## config.mk

```make
export PLATFORM = sky130hd
export DESIGN_NAME = alu_exec_unit_flat
export DESIGN_NICKNAME = d
export VERILOG_FILES = /design/src/rtl/alu_exec_unit_if.sv /design/src/rtl/alu_exec_unit.sv /design/src/flat_wrapper.sv
export SDC_FILE = /design/constraint.sdc
export NUM_CORES = 1
export LEC_CHECK = 0
export BUFFER_PORTS_ARGS = -buffer_cell sky130_fd_sc_hd__clkbuf_2
export CAP_MARGIN = 0
export CORE_MARGIN = 2
export CORE_UTILIZATION = 30
export CTS_BUF_LIST = sky130_fd_sc_hd__clkbuf_4 sky130_fd_sc_hd__clkbuf_8
export DETAILED_ROUTE_END_ITERATION = 12
export GPL_TIMING_DRIVEN = 0
export PLACE_DENSITY = 0.46
export SYNTH_ARGS = -nofsm -noshare
export SYNTH_HDL_FRONTEND = slang
export SYNTH_SLANG_ARGS = --single-unit
```

## constraint.sdc

```tcl
create_clock -name i_clk -period 2.5 [get_ports i_clk]
set_clock_uncertainty 0.1 [all_clocks]
set_input_delay 0.5 -clock i_clk [delete_from_list [all_inputs] [get_ports i_clk]]
set_output_delay 0.5 -clock i_clk [all_outputs]
set_load 0.01 [all_outputs]
```

## src/rtl/alu_exec_unit_if.sv

```systemverilog
// ---------------------------------------------------------------------------
// alu_exec_unit_if
// Purpose : Bundles the operation handshake, operand bus and result/flag
//           outputs of alu_exec_unit.
// Signals : i_valid/o_ready     op handshake (upstream -> unit)
//           i_alu_op/i_funct3/i_funct7b5/i_op1/i_op2   operation and operands
//           o_valid/i_ready     result handshake (unit -> downstream)
//           o_result/o_eq/o_lt/o_ltu                   result and compare flags
//           o_illegal           present only when ALU_EXEC_ILLEGAL_EN is defined
// Modports: slave  - the execution unit
//           master - the driver of operations / consumer of results
// ---------------------------------------------------------------------------
interface alu_exec_unit_if #(
    parameter int XLEN = 32
);
    logic            i_valid;
    logic            o_ready;
    logic [1:0]      i_alu_op;
    logic [2:0]      i_funct3;
    logic            i_funct7b5;
    logic [XLEN-1:0] i_op1;
    logic [XLEN-1:0] i_op2;
    logic            o_valid;
    logic            i_ready;
    logic [XLEN-1:0] o_result;
    logic            o_eq;
    logic            o_lt;
    logic            o_ltu;
`ifdef ALU_EXEC_ILLEGAL_EN
    logic            o_illegal;

    modport slave (
        input  i_valid, i_alu_op, i_funct3, i_funct7b5, i_op1, i_op2, i_ready,
        output o_ready, o_valid, o_result, o_eq, o_lt, o_ltu, o_illegal
    );
    modport master (
        output i_valid, i_alu_op, i_funct3, i_funct7b5, i_op1, i_op2, i_ready,
        input  o_ready, o_valid, o_result, o_eq, o_lt, o_ltu, o_illegal
    );
`else
    modport slave (
        input  i_valid, i_alu_op, i_funct3, i_funct7b5, i_op1, i_op2, i_ready,
        output o_ready, o_valid, o_result, o_eq, o_lt, o_ltu
    );
    modport master (
        output i_valid, i_alu_op, i_funct3, i_funct7b5, i_op1, i_op2, i_ready,
        input  o_ready, o_valid, o_result, o_eq, o_lt, o_ltu
    );
`endif
endinterface

```

## src/rtl/alu_exec_unit.sv

```systemverilog
// ---------------------------------------------------------------------------
// alu_exec_unit
// Purpose : Execute-stage ALU with built-in ALU-control decode. Accepts an op
//           over a valid/ready handshake, computes the result (shifts run
//           serially, SHIFT_STEP bits per cycle) and presents a registered
//           result plus branch-compare flags over a second valid/ready pair.
// Ports   : i_clk  clock, all state on the rising edge
//           i_rst  asynchronous active-high reset
//           bus    alu_exec_unit_if.slave (op handshake, operands, result, flags)
// Params  : XLEN (power of two, >= 8), SHIFT_STEP (power of two, 1..XLEN)
// Option  : ALU_EXEC_ILLEGAL_EN - when defined, bus.o_illegal flags illegal
//           encodings; otherwise they silently return 0.
// ---------------------------------------------------------------------------
module alu_exec_unit #(
    parameter int XLEN       = 32,
    parameter int SHIFT_STEP = 4
) (
    input  logic          i_clk,
    input  logic          i_rst,
    alu_exec_unit_if.slave bus
);
    localparam int              SH_W   = $clog2(XLEN);
    // One extra bit so SHIFT_STEP == XLEN is representable.
    localparam logic [SH_W:0]   STEP_C = (SH_W+1)'(SHIFT_STEP);

    typedef enum logic [1:0] {ST_IDLE, ST_SHIFT, ST_DONE} state_t;

    typedef enum logic [3:0] {
        OP_ADD, OP_SUB, OP_SLL, OP_SLT, OP_SLTU, OP_XOR,
        OP_SRL, OP_SRA, OP_OR,  OP_AND, OP_PASSB, OP_ILL
    } op_t;

    state_t            state_q, state_d;
    logic [XLEN-1:0]   result_q, result_d;
    logic [SH_W-1:0]   rem_q, rem_d;
    op_t               shop_q, shop_d;
    logic              eq_q, eq_d, lt_q, lt_d, ltu_q, ltu_d;
`ifdef ALU_EXEC_ILLEGAL_EN
    logic              illegal_q, illegal_d;
`endif

    op_t               op_dec;
    logic [XLEN-1:0]   alu_val;
    logic [SH_W-1:0]   shamt;
    logic              is_shift;
    logic              ready;
    logic              accept;
    logic [SH_W:0]     rem_ext;
    logic [SH_W:0]     step_amt;
    logic [XLEN-1:0]   shifted;

    assign shamt  = bus.i_op2[SH_W-1:0];
    assign ready  = (state_q == ST_IDLE) | ((state_q == ST_DONE) & bus.i_ready);
    assign accept = bus.i_valid & ready;

    // ALU-control decode and the single-cycle datapath.
    always_comb begin
        // NOTE: every combinationally assigned signal gets a default first so no path leaves it unassigned and infers a latch.
        op_dec  = OP_ILL;
        alu_val = '0;
        case (bus.i_alu_op)
            2'b00, 2'b01: begin
                // R-type rejects funct7b5=1 except on ADD/SUB and SRL/SRA;
                // I-type ignores it except to pick SRLI/SRAI.
                case (bus.i_funct3)
                    3'b000: op_dec = (bus.i_alu_op == 2'b00 && bus.i_funct7b5) ? OP_SUB : OP_ADD;
                    3'b001: op_dec = OP_SLL;
                    3'b010: op_dec = OP_SLT;
                    3'b011: op_dec = OP_SLTU;
                    3'b100: op_dec = OP_XOR;
                    3'b101: op_dec = bus.i_funct7b5 ? OP_SRA : OP_SRL;
                    3'b110: op_dec = OP_OR;
                    default: op_dec = OP_AND;
                endcase
                if (bus.i_alu_op == 2'b00 && bus.i_funct7b5 &&
                    bus.i_funct3 != 3'b000 && bus.i_funct3 != 3'b101) begin
                    op_dec = OP_ILL;
                end
            end
            2'b10:   op_dec = OP_PASSB;
            default: op_dec = OP_ADD;
        endcase

        case (op_dec)
            OP_ADD:   alu_val = bus.i_op1 + bus.i_op2;
            OP_SUB:   alu_val = bus.i_op1 - bus.i_op2;
            OP_SLT:   alu_val = {{(XLEN-1){1'b0}}, $signed(bus.i_op1) < $signed(bus.i_op2)};
            OP_SLTU:  alu_val = {{(XLEN-1){1'b0}}, bus.i_op1 < bus.i_op2};
            OP_XOR:   alu_val = bus.i_op1 ^ bus.i_op2;
            OP_OR:    alu_val = bus.i_op1 | bus.i_op2;
            OP_AND:   alu_val = bus.i_op1 & bus.i_op2;
            OP_PASSB: alu_val = bus.i_op2;
            // Shifts preload op1; a zero shamt finishes with it unchanged.
            OP_SLL, OP_SRL, OP_SRA: alu_val = bus.i_op1;
            default:  alu_val = '0;
        endcase
    end

    assign is_shift = (op_dec == OP_SLL) || (op_dec == OP_SRL) || (op_dec == OP_SRA);

    // One serial shift step of min(SHIFT_STEP, remaining) bits. The SRA fill
    // is the register MSB, which still holds the captured op1 sign.
    assign rem_ext  = {1'b0, rem_q};
    assign step_amt = (rem_ext <= STEP_C) ? rem_ext : STEP_C;

    always_comb begin
        shifted = result_q >> step_amt;
        case (shop_q)
            OP_SLL:  shifted = result_q << step_amt;
            OP_SRA:  shifted = $signed(result_q) >>> step_amt;
            default: shifted = result_q >> step_amt;
        endcase
    end

    // Next-state logic; an accepted op overrides the hold/return-to-idle path.
    always_comb begin
        state_d   = state_q;
        result_d  = result_q;
        rem_d     = rem_q;
        shop_d    = shop_q;
        eq_d      = eq_q;
        lt_d      = lt_q;
        ltu_d     = ltu_q;
`ifdef ALU_EXEC_ILLEGAL_EN
        illegal_d = illegal_q;
`endif
        case (state_q)
            ST_IDLE:  state_d = ST_IDLE;
            ST_SHIFT: begin
                result_d = shifted;
                rem_d    = rem_q - step_amt[SH_W-1:0];
                if (rem_ext <= STEP_C) state_d = ST_DONE;
            end
            ST_DONE:  if (bus.i_ready) state_d = ST_IDLE;
            default:  state_d = ST_IDLE;
        endcase

        if (accept) begin
            result_d = alu_val;
            rem_d    = shamt;
            shop_d   = op_dec;
            eq_d     = (bus.i_op1 == bus.i_op2);
            lt_d     = ($signed(bus.i_op1) < $signed(bus.i_op2));
            ltu_d    = (bus.i_op1 < bus.i_op2);
            state_d  = (is_shift && shamt != '0) ? ST_SHIFT : ST_DONE;
`ifdef ALU_EXEC_ILLEGAL_EN
            illegal_d = (op_dec == OP_ILL);
`endif
        end
    end

    always_ff @(posedge i_clk or posedge i_rst) begin
        if (i_rst) begin
            state_q   <= ST_IDLE;
            result_q  <= '0;
            rem_q     <= '0;
            shop_q    <= OP_ADD;
            eq_q      <= 1'b0;
            lt_q      <= 1'b0;
            ltu_q     <= 1'b0;
`ifdef ALU_EXEC_ILLEGAL_EN
            illegal_q <= 1'b0;
`endif
        end else begin
            // NOTE: non-blocking assignments so every register samples the pre-edge values, independent of statement order.
            state_q   <= state_d;
            result_q  <= result_d;
            rem_q     <= rem_d;
            shop_q    <= shop_d;
            eq_q      <= eq_d;
            lt_q      <= lt_d;
            ltu_q     <= ltu_d;
`ifdef ALU_EXEC_ILLEGAL_EN
            illegal_q <= illegal_d;
`endif
        end
    end

    assign bus.o_ready  = ready;
    assign bus.o_valid  = (state_q == ST_DONE);
    assign bus.o_result = result_q;
    assign bus.o_eq     = eq_q;
    assign bus.o_lt     = lt_q;
    assign bus.o_ltu    = ltu_q;
`ifdef ALU_EXEC_ILLEGAL_EN
    assign bus.o_illegal = illegal_q & (state_q == ST_DONE);
`endif

endmodule

```

## src/flat_wrapper.sv

```systemverilog
// flat-port wrapper written by rule: the top's interface ports become plain ports
module alu_exec_unit_flat 
#(
    parameter int XLEN       = 32,
    parameter int SHIFT_STEP = 4
)
  (i_clk, i_rst, bus_i_valid, bus_i_alu_op, bus_i_funct3, bus_i_funct7b5, bus_i_op1, bus_i_op2, bus_i_ready, bus_o_ready, bus_o_valid, bus_o_result, bus_o_eq, bus_o_lt, bus_o_ltu);
  alu_exec_unit_if #(.XLEN(XLEN)) bus_i ();
  input  logic i_clk;
  input  logic i_rst;
  input wire logic [$bits(bus_i.i_valid)-1:0] bus_i_valid;
  input wire logic [$bits(bus_i.i_alu_op)-1:0] bus_i_alu_op;
  input wire logic [$bits(bus_i.i_funct3)-1:0] bus_i_funct3;
  input wire logic [$bits(bus_i.i_funct7b5)-1:0] bus_i_funct7b5;
  input wire logic [$bits(bus_i.i_op1)-1:0] bus_i_op1;
  input wire logic [$bits(bus_i.i_op2)-1:0] bus_i_op2;
  input wire logic [$bits(bus_i.i_ready)-1:0] bus_i_ready;
  output wire logic [$bits(bus_i.o_ready)-1:0] bus_o_ready;
  output wire logic [$bits(bus_i.o_valid)-1:0] bus_o_valid;
  output wire logic [$bits(bus_i.o_result)-1:0] bus_o_result;
  output wire logic [$bits(bus_i.o_eq)-1:0] bus_o_eq;
  output wire logic [$bits(bus_i.o_lt)-1:0] bus_o_lt;
  output wire logic [$bits(bus_i.o_ltu)-1:0] bus_o_ltu;
  assign bus_i.i_valid = bus_i_valid;
  assign bus_i.i_alu_op = bus_i_alu_op;
  assign bus_i.i_funct3 = bus_i_funct3;
  assign bus_i.i_funct7b5 = bus_i_funct7b5;
  assign bus_i.i_op1 = bus_i_op1;
  assign bus_i.i_op2 = bus_i_op2;
  assign bus_i.i_ready = bus_i_ready;
  assign bus_o_ready = bus_i.o_ready;
  assign bus_o_valid = bus_i.o_valid;
  assign bus_o_result = bus_i.o_result;
  assign bus_o_eq = bus_i.o_eq;
  assign bus_o_lt = bus_i.o_lt;
  assign bus_o_ltu = bus_i.o_ltu;
  alu_exec_unit #(.XLEN(XLEN), .SHIFT_STEP(SHIFT_STEP)) u_core (.i_clk(i_clk), .i_rst(i_rst), .bus(bus_i));
endmodule
```

Yosys cells after proc, flatten, opt, wreduce, memory -nomap -nowiden
Cells that the tools add are included.
Word-level totals
  input bits: 74
  output and inout bits: 37
  register bits: 46
  word-level logic and storage cells: 81
Cells by class
  reductions and logical operators: 16
  multiplexer cells: 17
  shift-type cells: 3
  add/subtract/negate cells: 3
  $lt $le $gt $ge: 3
  equal/unequal tests: 26
  bitwise logic cells: 6
Operator list (count)
  one-hot mux 32 bit (9 select lines): 1
  less-than comparator 32 bit: 2
  two-way mux 32 bit: 2
  one-hot mux 32 bit (2 select lines): 1
  adder 32 bit: 1
  AND 32 bit: 1
  equality test 32 bit: 1
  bitwise OR 32 bit: 1
  << shifter 32 x 6 -> 32 bit: 1
  >> shifter 32 x 6 -> 32 bit: 1
  >>> shifter 32 x 6 -> 32 bit: 1
  subtractor 32 bit: 1
  bitwise XOR 32 bit: 1
  one-hot mux 4 bit (7 select lines): 1
  equality test 4 x 3 -> 1 bit, second input constant: 5
  two-way mux 5 bit: 3
  equality test 4 x 2 -> 1 bit, second input constant: 3
  equality test 4 bit, second input constant: 3
  equality test 3 bit, second input constant: 3
  two-way mux 2 bit: 4
  one-hot mux 4 bit (2 select lines): 1
  equality test 3 x 2 -> 1 bit, second input constant: 2
  <= comparator 5 x 3 -> 1 bit, second input constant: 1
  nonzero test 5 bit: 1
  23 further kinds: 32

Depth between registers and ports, before layout
Gate-level depths: netlist of the first run.
  depth in word-level cells: 12
  depth in mapped cells: 13
  depth with buffers taken out: 13

Worst setup path after synthesis of the first run
Ideal clock, no wire load.
  path kind: input to register
  start: in bus_i_op2[7]
  end: reg u_core.result_q[29] (netlist: u_core.bus.o_result[29])
  arrival: 2.783 ns
  setup slack: -0.522 ns
  library setup time: 0.138 ns
  buffers on the path: 0
  stages: 10
  data required time: 2.262 ns
  cell sequence: inv_1 ha_1 or3_1 or3_1 a21oi_2 o2111ai_1 o211ai_2 a211oi_1 o2111a_1 or4_1
Between the ends
  cells in the longest elaborated chain, start to end: 3
  elaborated cells on any way between the ends: 4
  classes of those cells: add/sub (2); mux (2)
Ends and longest elaborated chain
  start: declaration: RTL line flat_wrapper.sv:16  | input wire logic [$bits(bus_i.i_op2)-1:0] bus_i_op2;
  subtractor 32 bit / adder 32 bit (equally long branches): RTL line alu_exec_unit.sv:86, alu_exec_unit.sv:85
  one-hot mux 32 bit (9 select lines) *: RTL line alu_exec_unit.sv:84  | case (op_dec)
  two-way mux 32 bit *: RTL line alu_exec_unit.sv:138  | if (accept) begin
  end signal: assignment: RTL line alu_exec_unit.sv:167  | result_q <= result_d;
  end: declaration: RTL line alu_exec_unit.sv:34  | logic [XLEN-1:0] result_q, result_d;
Every way passes the cells marked *; elsewhere a longest branch is shown, timed or not.
A chain may end at the register's enable or synchronous reset.

Worst setup path after layout of the first run
  start: in bus_i_op1[7]
  end: reg u_core.result_q[29] (netlist: u_core.bus.o_result[29])
Between the ends
  cells in the longest elaborated chain, start to end: 3
  elaborated cells on any way between the ends: 4
  classes of those cells: add/sub (2); mux (2)
Ends and longest elaborated chain
  start: declaration: RTL line flat_wrapper.sv:15  | input wire logic [$bits(bus_i.i_op1)-1:0] bus_i_op1;
  subtractor 32 bit / adder 32 bit (equally long branches): RTL line alu_exec_unit.sv:86, alu_exec_unit.sv:85
  one-hot mux 32 bit (9 select lines) *: RTL line alu_exec_unit.sv:84
  two-way mux 32 bit *: RTL line alu_exec_unit.sv:138
Marks and branches as above.

==> results of run 1 <==
sequential cells by signal, indices dropped and copies added (netlist names):
name and cells:
u_core.bus.o_eq 1, u_core.state_q 2, u_core.bus.o_lt 1, u_core.shop_q 4, u_core.bus.o_ltu 1, u_core.rem_q 5, u_core.bus.o_result 32
worst max-delay path, stage by stage:
cell and delay (ns):
clkbuf_16 0.11, inv_6 0.03, ha_4 0.24, or3_4 0.41, or3_4 0.36, a21oi_4 0.24
buf_6 0.15, o2111ai_4 0.12, o211ai_2 0.16, a211oi_2 0.14, o2111a_1 0.14, or4_1 0.53
where the power goes:
| part | internal [mW] | switching (mW) | leakage [nW] | total, mW |
|---|---|---|---|---|
| Clock | 0.295 | 0.274 | 0.0579 | 0.568 |
| Sequential | 0.950 | 0.525 | 0.571 | 1.48 |
| Combinational | 2.44 | 3.48 | 5.37 | 5.92 |
how the worst min path moves through the flow:
stage | from | end | slack (ns) | cells after the start
after floorplan | u_core.shop_q[3]$_DFFE_PP0P_ | u_core.shop_q[3]$_DFFE_PP0P_ | 0.36 | 2
after global placement | u_core.shop_q[3]$_DFFE_PP0P_ | u_core.shop_q[3]$_DFFE_PP0P_ | 0.39 | 2
after detailed placement | i_rst | u_core.shop_q[0]$_DFFE_PP0P_ | 0.29 | 2
after CTS | bus_i_ready | u_core.state_q[1]$_DFFE_PP0P_ | 0.38 | 4
after global routing | bus_i_op2[1] | u_core.rem_q[1]$_DFFE_PP0P_ | 0.42 | 3
final | bus_i_ready | u_core.state_q[1]$_DFFE_PP0P_ | 0.40 | 4
through the flow:
step / instances / power [mW] / setup slack (ns)
5_1_grt: 2080 / 8.393 / -0.5683
3_3_place_gp: 1952 / 5.879 / -1.567
6_report: 2080 / 7.963 / -0.5469
2_1_floorplan: 1441 / 4.143 / -0.3752
3_5_place_dp: 1953 / 5.838 / -1.541
4_1_cts: 2028 / 7.311 / -0.5033
placed cells by master (no fill, tap or decap), types with 14 or more instances in the layout:
master and n:
ha_1 74, inv_1 65, nor2b_1 14, a31oi_1 15
clkbuf_8 16, o21ai_0 74, nand3_1 30, nand2b_1 15
ha_4 18, a21oi_2 27, a21oi_1 90, a22oi_1 24
o21ai_1 18, nor3_1 55, clkbuf_2 107, nor2_2 16
buf_6 46, o211ai_1 33, clkbuf_1 17, a221oi_1 18
buf_2 14, nand2_1 129, dfrtp_1 45, nor2_1 125
clkbuf_4 18, inv_2 19, nor3_2 18, buf_4 99
cells by family (layout without fill, tap and decap cells):
logic type | after synthesis | after routing | synth area share (%)
and+or+nand+nor | 520 | 520 | 25.52
other | 1 | 1 | 0.03872
adders and majority gates | 99 | 99 | 12.95
xor gates and xnor gates | 7 | 7 | 0.6331
buffers and inverters | 210 | 447 | 8.682
AOI/OAI and AO/OA | 536 | 536 | 37.62
DFF | 46 | 46 | 11.89
muxes | 22 | 22 | 2.674
final cells by class:
type | count | area [µm²] | area share, %
clock buffer | 5 | 68.82 | 0.4815
multi-input combinational | 1185 | 9311 | 65.15
buffer | 102 | 854.6 | 5.980
clock inverter | 3 | 40.04 | 0.2802
sequential | 46 | 1152 | 8.063
timing repair buffer | 238 | 1902 | 13.31
tap | 402 | 503.0 | 3.520
inverter | 99 | 459.2 | 3.213
timing repair:
action,4_1_cts,5_1_grt
endpoints found under the hold margin,5,0
resized for setup,358,175
setup endpoints to repair,41,38
pin swaps,106,116
setup buffers,69,57
gates cloned,3,1
hold buffers,1,0
metal layers:
layer,routed length (µm),track usage [%],part of all wire [%]
met5,0,0,0
met4,2385,11.97,4.5
met3,3536,2.397,6.6
met2,25060,52.06,47
met1,22380,39.85,42
==> impl_metrics.ini, run 1 <==
[timing]
slew_violations = 0
setup_viol = 32
tns_ns = -10.31
finalCritPeriodShare_pct = 121.9
fmax_mhz = 328.2
min_period_ns = 3.047
holdWs_ns = 0.3970
tightest_slew_ns = 1.001
max_slew_margin_pct = 33.28
fin_ws_ns = -0.5469
hold_viol_final = 0
rsz0062_at_grt = yes

[detailed_routing]
via_count = 12887
wl_per_cell_um = 25.66
drt-vias-per-instance = 6.196
drc = 0
routed_wirelength_um = 53360
drtAntennaViolNets = 0
dr.pass1.iters = 7
dr.first_iter.drc_count = 1350

[cells_and_area]
n_fill_cell = 3236
final_util_pct = 45.17
nNetsFinal = 1850
drive_gt1_share_pct = 37.90
area_growth_pct = 47.57
fin_area_um2 = 14290
antennaDiodeCount = 0

[logic_synthesis]
syn_area_um2 = 9684
synth_nets = 1614
ys.flop_type = dfrtp_1
yosysTopAreaCell = ha_1
async_flop_share_pct = 100.0
avgSynthCellArea_um2 = 6.721
ys_types = 90
yosysSeqAreaShare_pct = 11.89
synth.most_common_cell = nor2_1
yosysWarnings = 0
synth_seq_cells = 46
synth_area_leaders = ha_1 (13%), dfrtp_1 (12%), a21oi_1 (6.4%), nor2_1 (5.9%), nand2_1 (5.3%)
synth_top_area_share_pct = 12.53
synth_common_cells = nor2_1 (152), nand2_1 (138), a21oi_1 (123), o21ai_0 (100), inv_1 (98)
synthCells = 1441
synth-edff-count = 0

[power]
p_per_area_nw_per_um2 = 557.2
ir_drop_mv = 0.2262
p_leak_nw = 6.004

[setup_path]
crit_path_start_kind = input port
regToRegStartpoint = u_core.rem_q[4]$_DFFE_PP0P_
ff2ff_path_depth = 10
crit_path_max_fanout = 4
crit_end = u_core.bus.o_result[29]$_DFFE_PP0P_
rrSetupSlack_ns = -0.45
critPathLaunch = bus_i_op1[7]
path_class = input port to flip-flop
cp_data_arrival_time_ns = 3.13
r2r-end = u_core.bus.o_result[29]$_DFFE_PP0P_
crit_required_ns = 2.59
endpoint_kind = flip-flop

[outcome]
outcome = finished, violations left
violations = negative setup slack

[clock_tree]
cts_sinks = 46
clk_pin_slew_ns = 0.09
tritoncts = done
cts.path.max_buffers = 2
clock_tree.root_cell = clkbuf_8
cts_made_buffers = 5
clkLatencyLatePin_ns = 0.31
htree_levels = 2

[run]
cap_viol_max_count = 0

[placement]
hpwlAfterDp_um = 40030
place.gp.congestion = 0.9867
postPlaceCellArea_um2 = 11220
io_buffers = 109

[grt]
grt_pass1_wl_um = 77880
gr-total-overflow = 0
grt_usage_pct = 30.49
grt_start_max_net_pins = 42
antenna_found_initial = 0
grt_pass1_vias = 12203

[floorplanning]
die_area_um2 = 33730
dieWidth_um = 183.7
ios = 111
core_area_um2 = 31640
rows = 65
die_height_um = 183.7
start_util_pct = 30.61

[worst_hold_path]
hp-class = input port to flip-flop
Power figures use the tool's default switching activity.
==> run 2: changes to the inputs <==
--- a/config.mk
+++ b/config.mk
@@ -7,6 +7,7 @@
 export LEC_CHECK = 0
 export BUFFER_PORTS_ARGS = -buffer_cell sky130_fd_sc_hd__clkbuf_2
 export CAP_MARGIN = 0
+export CORE_ASPECT_RATIO = 1.5
 export CORE_MARGIN = 2
 export CORE_UTILIZATION = 30
 export CTS_BUF_LIST = sky130_fd_sc_hd__clkbuf_4 sky130_fd_sc_hd__clkbuf_8
==> run 2 against run 1 <==
Net effect: cell count increased by 1.2%; power increased by 3.8%; utilization increased by 1.4 points; sequential cell count unchanged; combinational power increased by 5.7%; final area increased by 3.7%; first-iteration DRC count decreased by 27%; the run still ends with negative setup slack left; via count increased by 1.9%; register-to-register slack improved by 0.04 ns; clock power decreased by 10%; global-route usage increased by 2.1 points.
==> impl_metrics.ini, run 2 (synthesis results as in run 1) <==
[outcome]
outcome = finished, violations left
violations = negative setup slack

[detailed_routing]
via_count = 13137
dr.pass1.iters = 5
routed_wirelength_um = 56720
m1WireLength_um = 19710
drt-vias-per-instance = 6.241
wl_per_cell_um = 26.95
wl_met3_um = 2998
top_layer_used = met5
wl_met2_um = 28840
dr.first_iter.drc_count = 985
drtAntennaViolNets = 0
drc = 0

[clock_tree]
clkLatencyLatePin_ns = 0.33
tritoncts = done
cts_sinks = 46
clock_tree.root_cell = clkbuf_8
cts.path.max_buffers = 2
clk_pin_slew_ns = 0.10
htree_levels = 2
cts_made_buffers = 5

[power]
p_per_area_nw_per_um2 = 557.7
ir_drop_mv = 0.2455
totalPowerFinal_mw = 8.266
p_leak_nw = 6.096

[setup_path]
regToRegStartpoint = u_core.rem_q[4]$_DFFE_PP0P_
r2r-end = u_core.bus.o_result[29]$_DFFE_PP0P_
endpoint_kind = flip-flop
crit_path_max_fanout = 4
path_class = input port to flip-flop
path_delay_family = simple AND/OR/NAND/NOR gates
crit_required_ns = 2.60
crit_top_cell = or3_4
critPathLaunch = bus_i_op1[7]
ff2ff_path_depth = 10
crit_end = u_core.bus.o_result[29]$_DFFE_PP0P_
cp_slowest_cell = or4_1
rrSetupSlack_ns = -0.41
worst-path-buf-inv = 3
cp.depth = 12
crit_path_start_kind = input port
cp_data_arrival_time_ns = 3.06
crit_chain = clkbuf_16 > inv_6 > ha_4 > or3_4 > or3_4 > a21oi_4 > buf_12 > o2111ai_4 > o211ai_2 > a211oi_2 > o2111a_1 > or4_1
slowest_delay_ns = 0.48

[placement]
place.gp.congestion = 0.9871
hpwlAfterDp_um = 42790
io_buffers = 109
postPlaceCellArea_um2 = 11230
dp_cells = 1961
place_ws_ns = -1.640

[cells_and_area]
largest_register_ffs = 32
fin_area_um2 = 14820
multiInputGateArea_um2 = 9623
nNetsFinal = 1866
final_util_pct = 46.56
stdcell_count = 2105
n_fill_cell = 3304
drive_gt1_share_pct = 40.67
ff_latch_area_um2 = 1154
final_cell_mix = nand2_1 (126), buf_4 (126), nor2_1 (123), clkbuf_2 (102), a21oi_1 (86)
area_growth_pct = 53.05

[grt]
grt_usage_pct = 32.63
antenna_found_initial = 1
grt_pass1_wl_um = 82280
grt_start_max_net_pins = 41
grt_pass1_vias = 12974
gr-total-overflow = 0

[timing]
max_slew_margin_pct = 46.74
tns_ns = -9.319
rsz0062_at_grt = yes
fmax_mhz = 338.4
slew_violations = 0
hold_viol_final = 0
min_period_ns = 2.956
holdWs_ns = 0.3699
fin_ws_ns = -0.4555
setup_viol = 31
finalCritPeriodShare_pct = 118.2
tightest_slew_ns = 0.7988

[floorplanning]
dieWidth_um = 150.7
rows = 80
die_area_um2 = 33760
core_area_um2 = 31830
ios = 111
start_util_pct = 30.42
die_height_um = 224.1

[run]
cap_viol_max_count = 0

[worst_hold_path]
hp-class = input port to flip-flop
[run 2: changes by cell type in the layout (fill, tap and decap cells not counted), moves of 6 or more]
cell      change
buf_4        +27
clkbuf_4      -6
ha_1          -6
ha_4          +6
nor3_1        -6
o21ai_2       -6
[run 2: power breakdown]
group          internal (mW)  switching [mW]  total [mW]
clock network          0.223           0.287       0.510
registers              0.951           0.550        1.50
logic                   2.62            3.64        6.26
total                   3.79            4.47        8.27
[run 2: cell type report]
| cell class | count | share of cell area, % |
|---|---|---|
| Timing Repair Buffer | 257 | 14.37 |
| Clock buffer | 6 | 0.5572 |
| Tap cell | 410 | 3.461 |
| Sequential cell | 46 | 7.783 |
| Antenna cell | 1 | 0.01688 |
| Inverter | 99 | 3.284 |
| Buffer | 99 | 5.521 |
| Multi-Input combinational cell | 1185 | 64.92 |
| Clock inverter | 2 | 0.08442 |
[run 2: worst reg2reg max path, stage by stage, from the launching register on]
cell and delay, ns:
dfrtp_1 0.41, buf_6 0.15, nor4b_4 0.28, buf_6 0.18, buf_4 0.15, mux4_2 0.48, nand2_1 0.08, a21oi_1 0.07
a31oi_1 0.16, a31oi_1 0.17, or4_1 0.58
[run 2: repair_timing]
action / in CTS / in global routing
gates cloned: 1 / 1
hold buffers: 1 / 0
pin swaps: 127 / 140
endpoints found under the setup margin: 41 / 40
hold endpoints to repair: 6 / 0
setup buffers: 96 / 52
gates resized for setup: 429 / 176
[run 2: how the worst min path moves through the flow]
stage,cells after the start,slack (ns),startpoint,end
4_1_cts,4,0.38,bus_i_ready,u_core.state_q[1]$_DFFE_PP0P_
6_report,3,0.37,bus_i_op2[4],u_core.rem_q[4]$_DFFE_PP0P_
3_3_place_gp,2,0.40,u_core.shop_q[3]$_DFFE_PP0P_,u_core.shop_q[3]$_DFFE_PP0P_
5_1_grt,3,0.36,bus_i_op2[4],u_core.rem_q[4]$_DFFE_PP0P_
2_1_floorplan,2,0.36,u_core.shop_q[3]$_DFFE_PP0P_,u_core.shop_q[3]$_DFFE_PP0P_
3_5_place_dp,2,0.29,i_rst,u_core.shop_q[3]$_DFFE_PP0P_
[run 2: metal layers]
| metal | vias up | GRT usage [%] |
|---|---|---|
| li1 | 5869 | - |
| met5 | - | 0 |
| met3 | 256 | 2.016 |
| met1 | 6305 | 35.09 |
| met4 | 2 | 22.94 |
| met2 | 705 | 59.63 |
